==> config.mk <==
export PLATFORM = sky130hd
export DESIGN_NAME = alloc_multi
export DESIGN_NICKNAME = d
export VERILOG_FILES = /design/src/rtl/alloc_multi_pkg.sv /design/src/rtl/alloc_fifo.sv /design/src/rtl/alloc_multi.sv
export SDC_FILE = /design/constraint.sdc
export NUM_CORES = 1
export LEC_CHECK = 0
export CAP_MARGIN = 20
export CORE_UTILIZATION = 48
export DETAILED_ROUTE_END_ITERATION = 16
export HOLD_SLACK_MARGIN = 0.05
export PLACE_DENSITY = 0.75
export SYNTH_ARGS = -nofsm -noshare
export SYNTH_HDL_FRONTEND = slang
export SYNTH_HIERARCHICAL = 1
export SYNTH_SLANG_ARGS = --single-unit
==> constraint.sdc <==
create_clock -name clk -period 3.42 [get_ports clk]
set_input_delay 0.684 -clock clk [delete_from_list [all_inputs] [get_ports clk]]
set_output_delay 0.684 -clock clk [all_outputs]
set_load 0.01 [all_outputs]
==> src/rtl/alloc_multi_pkg.sv <==
// alloc_multi_pkg: definitions shared by the input-port allocator and its FIFO.
// Contents:
//   - channel / output indices (LOCAL, LEFT, RIGHT, UP, DOWN)
//   - flit-type encodings (taken from the two MSBs of a flit)
//   - allocator FSM state type
//   - is_head / is_tail helpers on a flit type
package alloc_multi_pkg;

  localparam int LOCAL   = 0;
  localparam int LEFT    = 1;
  localparam int RIGHT   = 2;
  localparam int UP      = 3;
  localparam int DOWN    = 4;
  localparam int NUM_OUT = 5;

  localparam logic [1:0] FLIT_HEAD   = 2'b00;
  localparam logic [1:0] FLIT_BODY   = 2'b01;
  localparam logic [1:0] FLIT_TAIL   = 2'b10;
  localparam logic [1:0] FLIT_SINGLE = 2'b11;

  typedef enum logic [1:0] {
    ST_IDLE = 2'b00,
    ST_FWD  = 2'b01,
    ST_DROP = 2'b10
  } state_t;

  // A flit opens a packet when it carries a route: HEAD or SINGLE.
  function automatic logic is_head(input logic [1:0] ftype);
    return (ftype == FLIT_HEAD) || (ftype == FLIT_SINGLE);
  endfunction

  // A flit closes a packet when it is TAIL or SINGLE.
  function automatic logic is_tail(input logic [1:0] ftype);
    return (ftype == FLIT_TAIL) || (ftype == FLIT_SINGLE);
  endfunction

endpackage

==> src/rtl/alloc_fifo.sv <==
// alloc_fifo: synchronous first-word-fall-through FIFO.
// Ports:
//   clk, rst  - clock, synchronous active-high reset (empties the FIFO)
//   push      - write wdata this cycle (ignored while full, even with a pop)
//   wdata     - write data
//   pop       - discard the head entry this cycle (ignored while empty)
//   rdata     - current head entry, valid whenever empty is low
//   full      - all FIFO_DEPTH entries occupied
//   empty     - no entries occupied
module alloc_fifo #(
  parameter int DATA_WIDTH = 32,
  parameter int FIFO_DEPTH = 4
) (
  input  logic                  clk,
  input  logic                  rst,
  input  logic                  push,
  input  logic [DATA_WIDTH-1:0] wdata,
  input  logic                  pop,
  output logic [DATA_WIDTH-1:0] rdata,
  output logic                  full,
  output logic                  empty
);

  localparam int AW = $clog2(FIFO_DEPTH);
  localparam logic [AW:0] DEPTH_C = (AW+1)'(FIFO_DEPTH);

  logic [DATA_WIDTH-1:0] mem_r [FIFO_DEPTH];
  logic [AW-1:0]         wr_ptr_r;
  logic [AW-1:0]         rd_ptr_r;
  logic [AW:0]           count_r;
  logic                  do_push_s;
  logic                  do_pop_s;

  assign full      = (count_r == DEPTH_C);
  assign empty     = (count_r == '0);
  assign do_push_s = push & ~full;
  assign do_pop_s  = pop & ~empty;
  assign rdata     = mem_r[rd_ptr_r];

  // Storage array; contents need no reset because count_r gates visibility.
  always_ff @(posedge clk) begin
    if (do_push_s) begin
      mem_r[wr_ptr_r] <= wdata;
    end
  end

  // Pointers wrap naturally at the power-of-two depth; count tracks occupancy.
  always_ff @(posedge clk) begin
    if (rst) begin
      wr_ptr_r <= '0;
      rd_ptr_r <= '0;
      count_r  <= '0;
    end else begin
      if (do_push_s) begin
        wr_ptr_r <= wr_ptr_r + AW'(1'b1);
      end
      if (do_pop_s) begin
        rd_ptr_r <= rd_ptr_r + AW'(1'b1);
      end
      case ({do_push_s, do_pop_s})
        2'b10:   count_r <= count_r + (AW+1)'(1'b1);
        2'b01:   count_r <= count_r - (AW+1)'(1'b1);
        default: count_r <= count_r;
      endcase
    end
  end

endmodule

==> src/rtl/alloc_multi.sv <==
// alloc_multi: input-port allocator for one mesh-router input channel.
// Buffers flits in a FWFT FIFO, routes head/single flits Y-first then X,
// holds the chosen output for the whole wormhole packet and drops illegally
// routed packets and orphan body/tail flits.
// Ports:
//   clk, rst    - clock, synchronous active-high reset
//   data_i      - incoming flit; valid_i/ready_o handshake with upstream
//   valid_o[5]  - one-hot (or zero) request to LOCAL/LEFT/RIGHT/UP/DOWN
//   ready_i[5]  - grants from the downstream arbiters
//   data_o      - FIFO head flit, shared by all outputs
//   err_o       - one-cycle pulse per dropped packet or orphan flit
//   pkt_cnt_o   - forwarded packets (wrapping)
//   drop_cnt_o  - drop events (wrapping)
module alloc_multi
  import alloc_multi_pkg::*;
#(
  parameter int CHANNEL_ID  = LEFT,
  parameter int ROUTER_ID_X = 0,
  parameter int ROUTER_ID_Y = 0,
  parameter int DATA_WIDTH  = 32,
  parameter int RTID_LSB    = 0,
  parameter int RTID_W      = 8,
  parameter int FIFO_DEPTH  = 4,
  parameter int CNT_W       = 16
) (
  input  logic                  clk,
  input  logic                  rst,
  input  logic [DATA_WIDTH-1:0] data_i,
  input  logic                  valid_i,
  output logic                  ready_o,
  output logic [4:0]            valid_o,
  input  logic [4:0]            ready_i,
  output logic [DATA_WIDTH-1:0] data_o,
  output logic                  err_o,
  output logic [CNT_W-1:0]      pkt_cnt_o,
  output logic [CNT_W-1:0]      drop_cnt_o
);

  localparam int HW = RTID_W / 2;
  localparam logic [HW-1:0] MY_X = HW'(ROUTER_ID_X);
  localparam logic [HW-1:0] MY_Y = HW'(ROUTER_ID_Y);

  logic [DATA_WIDTH-1:0] head_flit_s;
  logic                  fifo_full_s;
  logic                  fifo_empty_s;
  logic                  push_s;
  logic                  pop_s;
  logic [1:0]            ftype_s;
  logic [RTID_W-1:0]     rtid_s;
  logic [2:0]            route_s;
  logic                  illegal_s;
  logic                  drop_evt_s;
  logic [4:0]            valid_s;

  state_t                state_r;
  logic [2:0]            route_reg_r;
  logic                  err_r;
  logic [CNT_W-1:0]      pkt_cnt_r;
  logic [CNT_W-1:0]      drop_cnt_r;

  // Dimension-order route: settle Y first, then X, then deliver locally.
  function automatic logic [2:0] route_of(input logic [HW-1:0] dx, input logic [HW-1:0] dy);
    if (dy > MY_Y) begin
      return 3'(RIGHT);
    end else if (dy < MY_Y) begin
      return 3'(LEFT);
    end else if (dx > MY_X) begin
      return 3'(DOWN);
    end else if (dx < MY_X) begin
      return 3'(UP);
    end else begin
      return 3'(LOCAL);
    end
  endfunction

  // U-turns are illegal except LOCAL->LOCAL; traffic that already travelled
  // in X (entered on UP/DOWN) may not turn back into Y.
  function automatic logic illegal_route(input logic [2:0] r);
    logic u_turn;
    logic y_after_x;
    u_turn    = (CHANNEL_ID != LOCAL) && (r == 3'(CHANNEL_ID));
    y_after_x = ((CHANNEL_ID == UP) || (CHANNEL_ID == DOWN)) &&
                ((r == 3'(LEFT)) || (r == 3'(RIGHT)));
    return u_turn | y_after_x;
  endfunction

  assign ready_o = ~fifo_full_s & ~rst;
  assign push_s  = valid_i & ready_o;

  alloc_fifo #(
    .DATA_WIDTH (DATA_WIDTH),
    .FIFO_DEPTH (FIFO_DEPTH)
  ) u_fifo (
    .clk   (clk),
    .rst   (rst),
    .push  (push_s),
    .wdata (data_i),
    .pop   (pop_s),
    .rdata (head_flit_s),
    .full  (fifo_full_s),
    .empty (fifo_empty_s)
  );

  assign ftype_s   = head_flit_s[DATA_WIDTH-1:DATA_WIDTH-2];
  assign rtid_s    = head_flit_s[RTID_LSB +: RTID_W];
  assign route_s   = route_of(rtid_s[RTID_W-1 -: HW], rtid_s[HW-1:0]);
  assign illegal_s = illegal_route(route_s);

  // Request/pop decode from the FIFO head; combinational so a head flit can
  // fire in the cycle it becomes visible.
  always_comb begin
    valid_s    = 5'b00000;
    pop_s      = 1'b0;
    drop_evt_s = 1'b0;
    if (!fifo_empty_s && !rst) begin
      case (state_r)
        ST_IDLE: begin
          if (is_head(ftype_s) && !illegal_s) begin
            valid_s[route_s] = 1'b1;
            pop_s            = ready_i[route_s];
          end else begin
            // Illegal head/single or orphan body/tail: discard at once.
            pop_s      = 1'b1;
            drop_evt_s = 1'b1;
          end
        end
        ST_FWD: begin
          valid_s[route_reg_r] = 1'b1;
          pop_s                = ready_i[route_reg_r];
        end
        ST_DROP: begin
          pop_s = 1'b1;
        end
        default: begin
          pop_s = 1'b0;
        end
      endcase
    end else begin
      pop_s = 1'b0;
    end
  end

  // Packet-lock FSM with registered error pulse and counters.
  always_ff @(posedge clk) begin
    if (rst) begin
      state_r     <= ST_IDLE;
      route_reg_r <= 3'b000;
      err_r       <= 1'b0;
      pkt_cnt_r   <= '0;
      drop_cnt_r  <= '0;
    end else begin
      err_r <= 1'b0;
      case (state_r)
        ST_IDLE: begin
          if (pop_s) begin
            if (drop_evt_s) begin
              err_r      <= 1'b1;
              drop_cnt_r <= drop_cnt_r + CNT_W'(1'b1);
              // Only a multi-flit packet leaves body flits to swallow.
              if (ftype_s == FLIT_HEAD) begin
                state_r <= ST_DROP;
              end else begin
                state_r <= ST_IDLE;
              end
            end else if (is_tail(ftype_s)) begin
              pkt_cnt_r <= pkt_cnt_r + CNT_W'(1'b1);
              state_r   <= ST_IDLE;
            end else begin
              route_reg_r <= route_s;
              state_r     <= ST_FWD;
            end
          end
        end
        ST_FWD: begin
          // Inside a packet only a real TAIL ends it; HEAD/SINGLE pass as body.
          if (pop_s && (ftype_s == FLIT_TAIL)) begin
            pkt_cnt_r <= pkt_cnt_r + CNT_W'(1'b1);
            state_r   <= ST_IDLE;
          end
        end
        ST_DROP: begin
          if (pop_s && (ftype_s == FLIT_TAIL)) begin
            state_r <= ST_IDLE;
          end
        end
        default: begin
          state_r <= ST_IDLE;
        end
      endcase
    end
  end

  assign valid_o    = valid_s;
  assign data_o     = head_flit_s;
  assign err_o      = err_r;
  assign pkt_cnt_o  = pkt_cnt_r;
  assign drop_cnt_o = drop_cnt_r;

endmodule

==> results of run 1 <==
layout make-up:
cell class | instances | share of cell area (%)
clock buffer | 17 | 4.580
tap | 184 | 2.479
sequential | 174 | 51.35
clock inverter | 15 | 1.913
timing repair buffer | 149 | 14.95
inverter | 19 | 0.7679
multi-input combinational | 243 | 23.95
flip-flops by register name, indices dropped and copies added, names as in the netlist, named ones only:
signal and cells:
pkt_cnt_o 16, u_fifo/wr_ptr_r 2, u_fifo/rd_ptr_r 2, u_fifo/mem_r 128, drop_cnt_o 16, route_reg_r 2
err_o 1, state_r 2, u_fifo/count_r 3
kinds of logic (layout without fill, tap and decap cells):
family / after synthesis / after routing / synth area share [%]
simple gates: 112 / 112 / 8.590
compound gates: 57 / 57 / 5.739
mux: 38 / 38 / 11.02
buf+inv: 37 / 200 / 2.922
fa+ha+maj: 15 / 15 / 2.729
xor+xnor: 19 / 19 / 2.327
flops: 174 / 174 / 66.62
other cells: 1 / 2 / 0.05243
metrics by stage:
stage / cell area [um^2] / instances / worst slack [ps] / setup TNS, ps / hold slack [ps]
after global placement: 8607 / 764 / -85.03 / -209.4 / 464.0
after detailed placement: 8607 / 764 / -202.5 / -385.4 / 474.6
final: 9288 / 801 / 28.17 / 0 / 483.1
after global routing: 9288 / 801 / -114.7 / -257.9 / 516.3
after floorplan: 7174 / 454 / -316.8 / -506.5 / 452.8
after CTS: 9231 / 797 / -6.537 / -6.537 / 484.0
worst max-delay path: cells and delay by family, from the launching register on:
family | cells | cell delay [ps]
xor gates and xnor gates | 1 | 150
adders and majority gates | 2 | 520
buffers and inverters | 3 | 230
DFF | 1 | 430
and+or+nand+nor | 3 | 1120
muxes | 1 | 500
AOI/OAI and AO/OA | 3 | 370
cell usage in the layout (no fill, tap or decap), types with 3 or more instances in the layout:
cell type,instances
edfxtp_1,128
clkdlybuf4s50_1,103
dfxtp_1,44
buf_4,40
nor2_1,34
mux4_2,30
a21oi_1,19
inv_1,17
or3_1,17
clkbuf_16,17
nand2_1,14
xor2_1,14
ha_1,13
o21ai_1,9
o21ai_0,8
nand4_1,6
nand3_1,6
mux2i_1,5
and2_1,5
xnor2_1,5
clkinvlp_4,5
nand2b_1,4
and3_1,4
o211ai_1,4
inv_8,4
and2_2,4
nor2b_2,3
nor3_1,3
per-layer routing:
metal | share of wire [%] | routed length, um
met5 | 0 | 0
met4 | 0.71 | 97
met3 | 7.2 | 991
met2 | 51 | 7001
met1 | 41 | 5629
power breakdown:
| part | internal [mW] | total, mW | switching, mW |
|---|---|---|---|
| sequential | 2.30 | 2.32 | 0.0172 |
| combinational | 0.179 | 0.342 | 0.163 |
| clock | 1.10 | 1.93 | 0.834 |
worst max path at each step:
stage	from	endpoint	slack, ps	cells after the start
after CTS	flip-flop	u_fifo/count_r[2]$_SDFFE_PP0P_	-7	14
after global placement	flip-flop	u_fifo/count_r[2]$_SDFFE_PP0P_	-90	14
after global routing	flip-flop	u_fifo/count_r[2]$_SDFFE_PP0P_	-110	13
after floorplan	flip-flop	u_fifo/count_r[2]$_SDFFE_PP0P_	-320	15
after detailed placement	flip-flop	u_fifo/count_r[2]$_SDFFE_PP0P_	-200	14
final	flip-flop	u_fifo/count_r[2]$_SDFFE_PP0P_	30	13
repair_timing:
action	4_1_cts	5_1_grt
gates resized for setup	16	13
buffers inserted	1	4
pin swaps	1	2
setup endpoints to repair	5	5
==> results.md, run 1 <==
* Status: complete, no violations
* First-pass DRT Iterations at 6
* Boundary pin count at 111
* Max-slew violations at 0
* P_leak at 3.089 nW
* Fillers at 1,033
* Post-Syn Area at 7152 um^2
* Hold Crit Start: pkt_cnt_o[15]$_SDFFE_PP0P_
* # rows at 44
* Vias after detailed routing at 4,315
* Async SR Flop Fraction at 0%
* Post-DP HPWL at 9412 um
* Cell accounting for the most synthesized area: edfxtp_1
* Gr ovfl total at 0
* Drt via density at 5.387
* Die area at 15,390 um^2
* Clock Latency Late Sink at 430 ps
* Drt total wl at 13,720 um
* CTS Sinks at 174
* Vias in the first global route at 4,318
* Residual DRC at 0
* Die height at 124.1 um
* Largest net degree at the start of global routing at 23
* Multi-input logic area at 2225 um^2
* Fin Clk Skew at 12.57 ps
* PD cells at 494.9 nW/um^2
* Tcrit/Tclk final at 99.18%
* Per-cell routed wire length at 17.13 um
* Ys flop type: edfxtp_1
* Met2 Usage GRT at 32.29%
* CTS max path bufs at 2
* Critical Path Source Type: flip-flop
* Fin crit period at 3392 ps
* GR Layer Usage met3 at 7.097%
* Syn avg cell area at 15.79 um^2
* Min-Delay Endpoint: pkt_cnt_o[15]$_SDFFE_PP0P_
* Critical-path cell list: buf_6 > mux4_2 > or4_4 > nor3b_4 > o21a_1 > o31ai_2 > inv_1 > ha_2 > inv_2 > fa_2 > xor2_1 > or3_1 > a21oi_2
* Grt peak-use layer: met2
* Slowest-stage cell, CP: or4_4
* Layout cell share with drive strength beyond 1 at 22.04%
* Routability cong. at 0.8276
* Initial core utilization at 49.21%
* Initial antenna violation count at 0
* Net count reported at finish at 659
* Setup slack, reg-to-reg at 30 ps
* Hold Path Depth at 2
* Setup crit end kind: flip-flop
* #FFs+latches synth at 174
* Critical path type: flip-flop to flip-flop
* Area share of the largest cell type after synthesis at 53.74%
* RSZ-0062 raised after global routing: true
* Seq/Total Area, Yosys at 66.62%
* Most frequent cell after synthesis: edfxtp_1
* Area delta synth->final at 29.86%
* VDD IR-drop max at 329.9 uV
* FF-to-FF End: u_fifo/count_r[2]$_SDFFE_PP0P_
* Post-synth EDFFs at 128
* Die Width at 124.1 um
* Max_cap viols at 0
* Overall Power at 4.596 mW
* Reg area at 4770 um^2
* Syn Inst Count at 453
* Rel. slew slack at 62.68%
* CP arrival at 3750 ps
* Core ar. at 14,530 um^2
* Synth top area cells: edfxtp_1 (54%), dfxtp_1 (13%), mux4_2 (9.4%), ha_1 (2.4%), nor2_1 (1.8%)
* HP Class: flip-flop to flip-flop
* Reg2Reg Depth at 13
* Slew at the pin closest to its max-slew limit at 558.6 ps
* Antenna Violating Nets Remaining at 0
* First-pass GRT wire length at 21,630 um
* Final hold vios at 0
* Met1 global-route usage at 22.57%
* Number of DRC markers in iteration 0 at 232
* Setup-failing EPs final at 0
* Util after Layout at 63.90%
* Clock Pin Slew Worst Setup and Hold Paths at 70 ps
* Max incr delay on CP at 560 ps
* CTS Buf Count at 17
* Required @ worst endpoint at 3780 ps
* PortBufs at 106
* Diode count at 0
* Cell variety after synth at 53
* Root buffer cell: clkbuf_16
* Yosys warnings at 6
* CTS Hold Bufs at 0
* Crit path max fanout at 7
* CTS H-tree lvls at 4
* Global Route Usage Sum at 19.13%
* Maximum operating frequency at 0.2948 GHz
* Commonest cells in the netlist: edfxtp_1 (128), dfxtp_1 (46), nor2_1 (34)
* CTS tree: built
Note: power is estimated with default switching activity, not from simulation.
==> run 2: changes to the inputs <==
--- a/config.mk
+++ b/config.mk
@@ -5,6 +5,7 @@
 export SDC_FILE = /design/constraint.sdc
 export NUM_CORES = 1
 export LEC_CHECK = 0
+export ABC_CLOCK_PERIOD_IN_PS = 3420
 export CAP_MARGIN = 20
 export CORE_UTILIZATION = 48
 export DETAILED_ROUTE_END_ITERATION = 16
==> results of run 2 <==
Final layout, timing and power as in run 1 (identical DEF).
==> run 3: changes to the inputs <==
--- a/config.mk
+++ b/config.mk
@@ -7,6 +7,7 @@
 export LEC_CHECK = 0
 export ABC_CLOCK_PERIOD_IN_PS = 3420
 export CAP_MARGIN = 20
+export CORE_MARGIN = 5
 export CORE_UTILIZATION = 48
 export DETAILED_ROUTE_END_ITERATION = 16
 export HOLD_SLACK_MARGIN = 0.05
==> results.md, run 3 (synthesized netlist as in run 1, its figures left out) <==
* Status: finished with violations (was complete, no violations)
* Failing checks: setup timing
* CTS tree: built (unchanged)
* CTS Hold Bufs at 0 (unchanged)
* Max-slew violations at 0 (unchanged)
* Drt via density at 5.363 (was 5.387)
* Drt total wl at 14,340 um (was 13,720 um)
* Crit path max fanout at 5 (was 7)
* Grt peak-use layer: met2 (unchanged)
* # rows at 44 (unchanged)
* First-pass GRT wire length at 22,580 um (was 21,630 um)
* Critical path type: flip-flop to flip-flop (unchanged)
* P_leak at 3.078 nW (was 3.089 nW)
* Max incr delay on CP at 600 ps (was 560 ps)
* Hold WS at 478.3 ps (was 483.1 ps)
* CTS Sinks at 174 (unchanged)
* Maximum operating frequency at 0.2850 GHz (was 0.2948 GHz)
* Slew at the pin closest to its max-slew limit at 588.3 ps (was 558.6 ps)
* Fin crit period at 3509 ps (was 3392 ps)
* Residual DRC at 0 (unchanged)
* Slowest-stage cell, CP: or4_4 (unchanged)
* Per-cell routed wire length at 18.09 um (was 17.13 um)
* Met1 global-route usage at 19.67% (was 22.57%)
* Setup crit end kind: flip-flop (unchanged)
* Core ar. at 14,590 um^2 (was 14,530 um^2)
* HP Class: flip-flop to flip-flop (unchanged)
* Max_cap viols at 0 (unchanged)
* CP arrival at 3870 ps (was 3750 ps)
* Root buffer cell: clkbuf_16 (unchanged)
* Rel. slew slack at 60.56% (was 62.68%)
* Die Width at 132.1 um (was 124.1 um)
* Vias after detailed routing at 4,253 (was 4,315)
* Largest net degree at the start of global routing at 33 (was 23)
* Fin Clk Skew at 9.080 ps (was 12.57 ps)
* PD cells at 500.3 nW/um^2 (was 494.9 nW/um^2)
* Post-DP HPWL at 9805 um (was 9412 um)
* Number of DRC markers in iteration 0 at 185 (was 232)
* Critical-path cell list: buf_12 > mux4_2 > or4_4 > buf_6 > nor3b_4 > o21a_1 > o31ai_2 > inv_1 > ha_2 > inv_2 > fa_2 > xor2_1 > or3_1 > a21oi_2 (was buf_6 > mux4_2 > or4_4 > nor3b_4 > o21a_1 > o31ai_2 > inv_1 > ha_2 > inv_2 > fa_2 > xor2_1 > or3_1 > a21oi_2)
* Most common cell after layout, fill and taps aside: edfxtp_1 (unchanged)
* Final hold vios at 0 (unchanged)
* Initial antenna violation count at 0 (unchanged)
* Commonest cells after routing, fill and taps aside: edfxtp_1 (128), clkdlybuf4s50_1 (103), dfxtp_1 (44) (unchanged)
* Die height at 132.1 um (was 124.1 um)
* VDD IR-drop max at 432.6 uV (was 329.9 uV)
* Largest register FFs at 128 (unchanged)
* Initial core utilization at 49.02% (was 49.21%)
* Overall Power at 4.655 mW (was 4.596 mW)
* Die area at 17,440 um^2 (was 15,390 um^2)
* CTS Buf Count at 17 (unchanged)
* Boundary pin count at 111 (unchanged)
* PortBufs at 106 (unchanged)
* Gr ovfl total at 0 (unchanged)
* RSZ-0062 raised after global routing: true (unchanged)
* Clock Pin Slew Worst Setup and Hold Paths at 70 ps (about the same)
* First-pass DRT Iterations at 5 (was 6)
* CTS max path bufs at 2 (unchanged)
* Antenna Violating Nets Remaining at 0 (unchanged)
* Largest Register: u_fifo/mem_r (unchanged)
* Vias in the first global route at 4,461 (was 4,318)
* Diode count at 0 (unchanged)
* GR Layer Usage met3 at 6.183% (was 7.097%)
* Area delta synth->final at 30.09% (was 29.86%)
* Critical Path Source Type: flip-flop (unchanged)
* Met2 Usage GRT at 27.48% (was 32.29%)
* Worst setup slack after layout at -88.91 ps (was 28.17 ps)
* Net count reported at finish at 651 (was 659)
* Setup-failing EPs final at 2 (was 0)
* Global Route Usage Sum at 16.41% (was 19.13%)
* Tcrit/Tclk final at 102.6% (was 99.18%)
* Clock Latency Late Sink at 420 ps (was 430 ps)
* Fillers at 1,033 (unchanged)
* Required @ worst endpoint at 3780 ps (about the same)
* Layout cell share with drive strength beyond 1 at 20.69% (was 22.04%)
* Routability cong. at 0.7895 (was 0.8276)
* CTS H-tree lvls at 4 (unchanged)
-- run 3: cell types whose count changed in the layout (fill, tap and decap cells not counted), moves of 2 or more --
cell	before	now
nor2b_4	0	2
inv_6	2	4
buf_4	40	28
clkinvlp_4	5	1
nor2b_2	3	1
nor3_2	2	4
buf_12	1	5
clkinv_4	2	0
clkinv_1	0	3
nor3_1	3	1
-- run 3: where the power goes --
part           leakage (nW)  internal [mW]  switching, mW
Clock                 0.297           1.16          0.823
Combinational          1.25          0.179          0.169
Sequential             1.53           2.30         0.0164
Total                  3.08           3.65           1.01
-- run 3: what timing repair did --
action | in CTS | in global routing
cloned | 0 | 0
pin swaps | 2 | 5
endpoints found under the hold margin | 0 | 0
setup buffers | 2 | 4
endpoints found under the setup margin | 5 | 5
gates resized for setup | 12 | 14
-- run 3: final timing paths --
check	startpoint	to	slack, ps	depth (start not counted)
setup reg to reg	flip-flop	u_fifo/count_r[2]$_SDFFE_PP0P_	-90	14
setup / recovery	flip-flop	u_fifo/count_r[2]$_SDFFE_PP0P_	-90	14
hold reg to reg	pkt_cnt_o[15]$_SDFFE_PP0P_	pkt_cnt_o[15]$_SDFFE_PP0P_	480	2
hold / removal	pkt_cnt_o[15]$_SDFFE_PP0P_	pkt_cnt_o[15]$_SDFFE_PP0P_	480	2
-- run 3: cell type report --
type / instances / area (um^2) / share of cell area, %
Tap cell: 184 / 230.2 / 2.474
Multi-Input combinational cell: 243 / 2245 / 24.13
Timing Repair Buffer: 141 / 1383 / 14.86
Clock inverter: 15 / 182.7 / 1.963
Inverter: 19 / 71.32 / 0.7665
Clock buffer: 17 / 425.4 / 4.572
Sequential cell: 174 / 4767 / 51.24
-- run 3: critical path: cells and delay by family, from the launching register on --
family          cells  cell delay (ps)
fa+ha+maj           2              500
mux                 1              510
buf+inv             4              390
xor+xnor            1              150
simple gates        3             1100
compound gates      3              430
flops               1              350
-- run 3: routing by layer --
metal	part of all wire (%)	vias up
met2	51	112
met4	1.1	0
li1	-	2012
met5	0	-
met3	5.8	14
met1	42	2115
-- run 3: stage by stage --
stage / cells / util [%] / setup TNS [ps] / instance area (um^2) / worst slack, ps
after detailed placement: 755 / 58.96 / -284.2 / 8602 / -178.6
after global placement: 755 / 58.96 / -63.24 / 8602 / -63.24
after floorplan: 454 / - / -506.5 / 7174 / -316.8
after CTS: 789 / 63.45 / -174.9 / 9256 / -76.44
after global routing: 793 / 63.77 / -539.4 / 9304 / -248.0
final: 793 / 63.77 / -135.3 / 9304 / -88.91
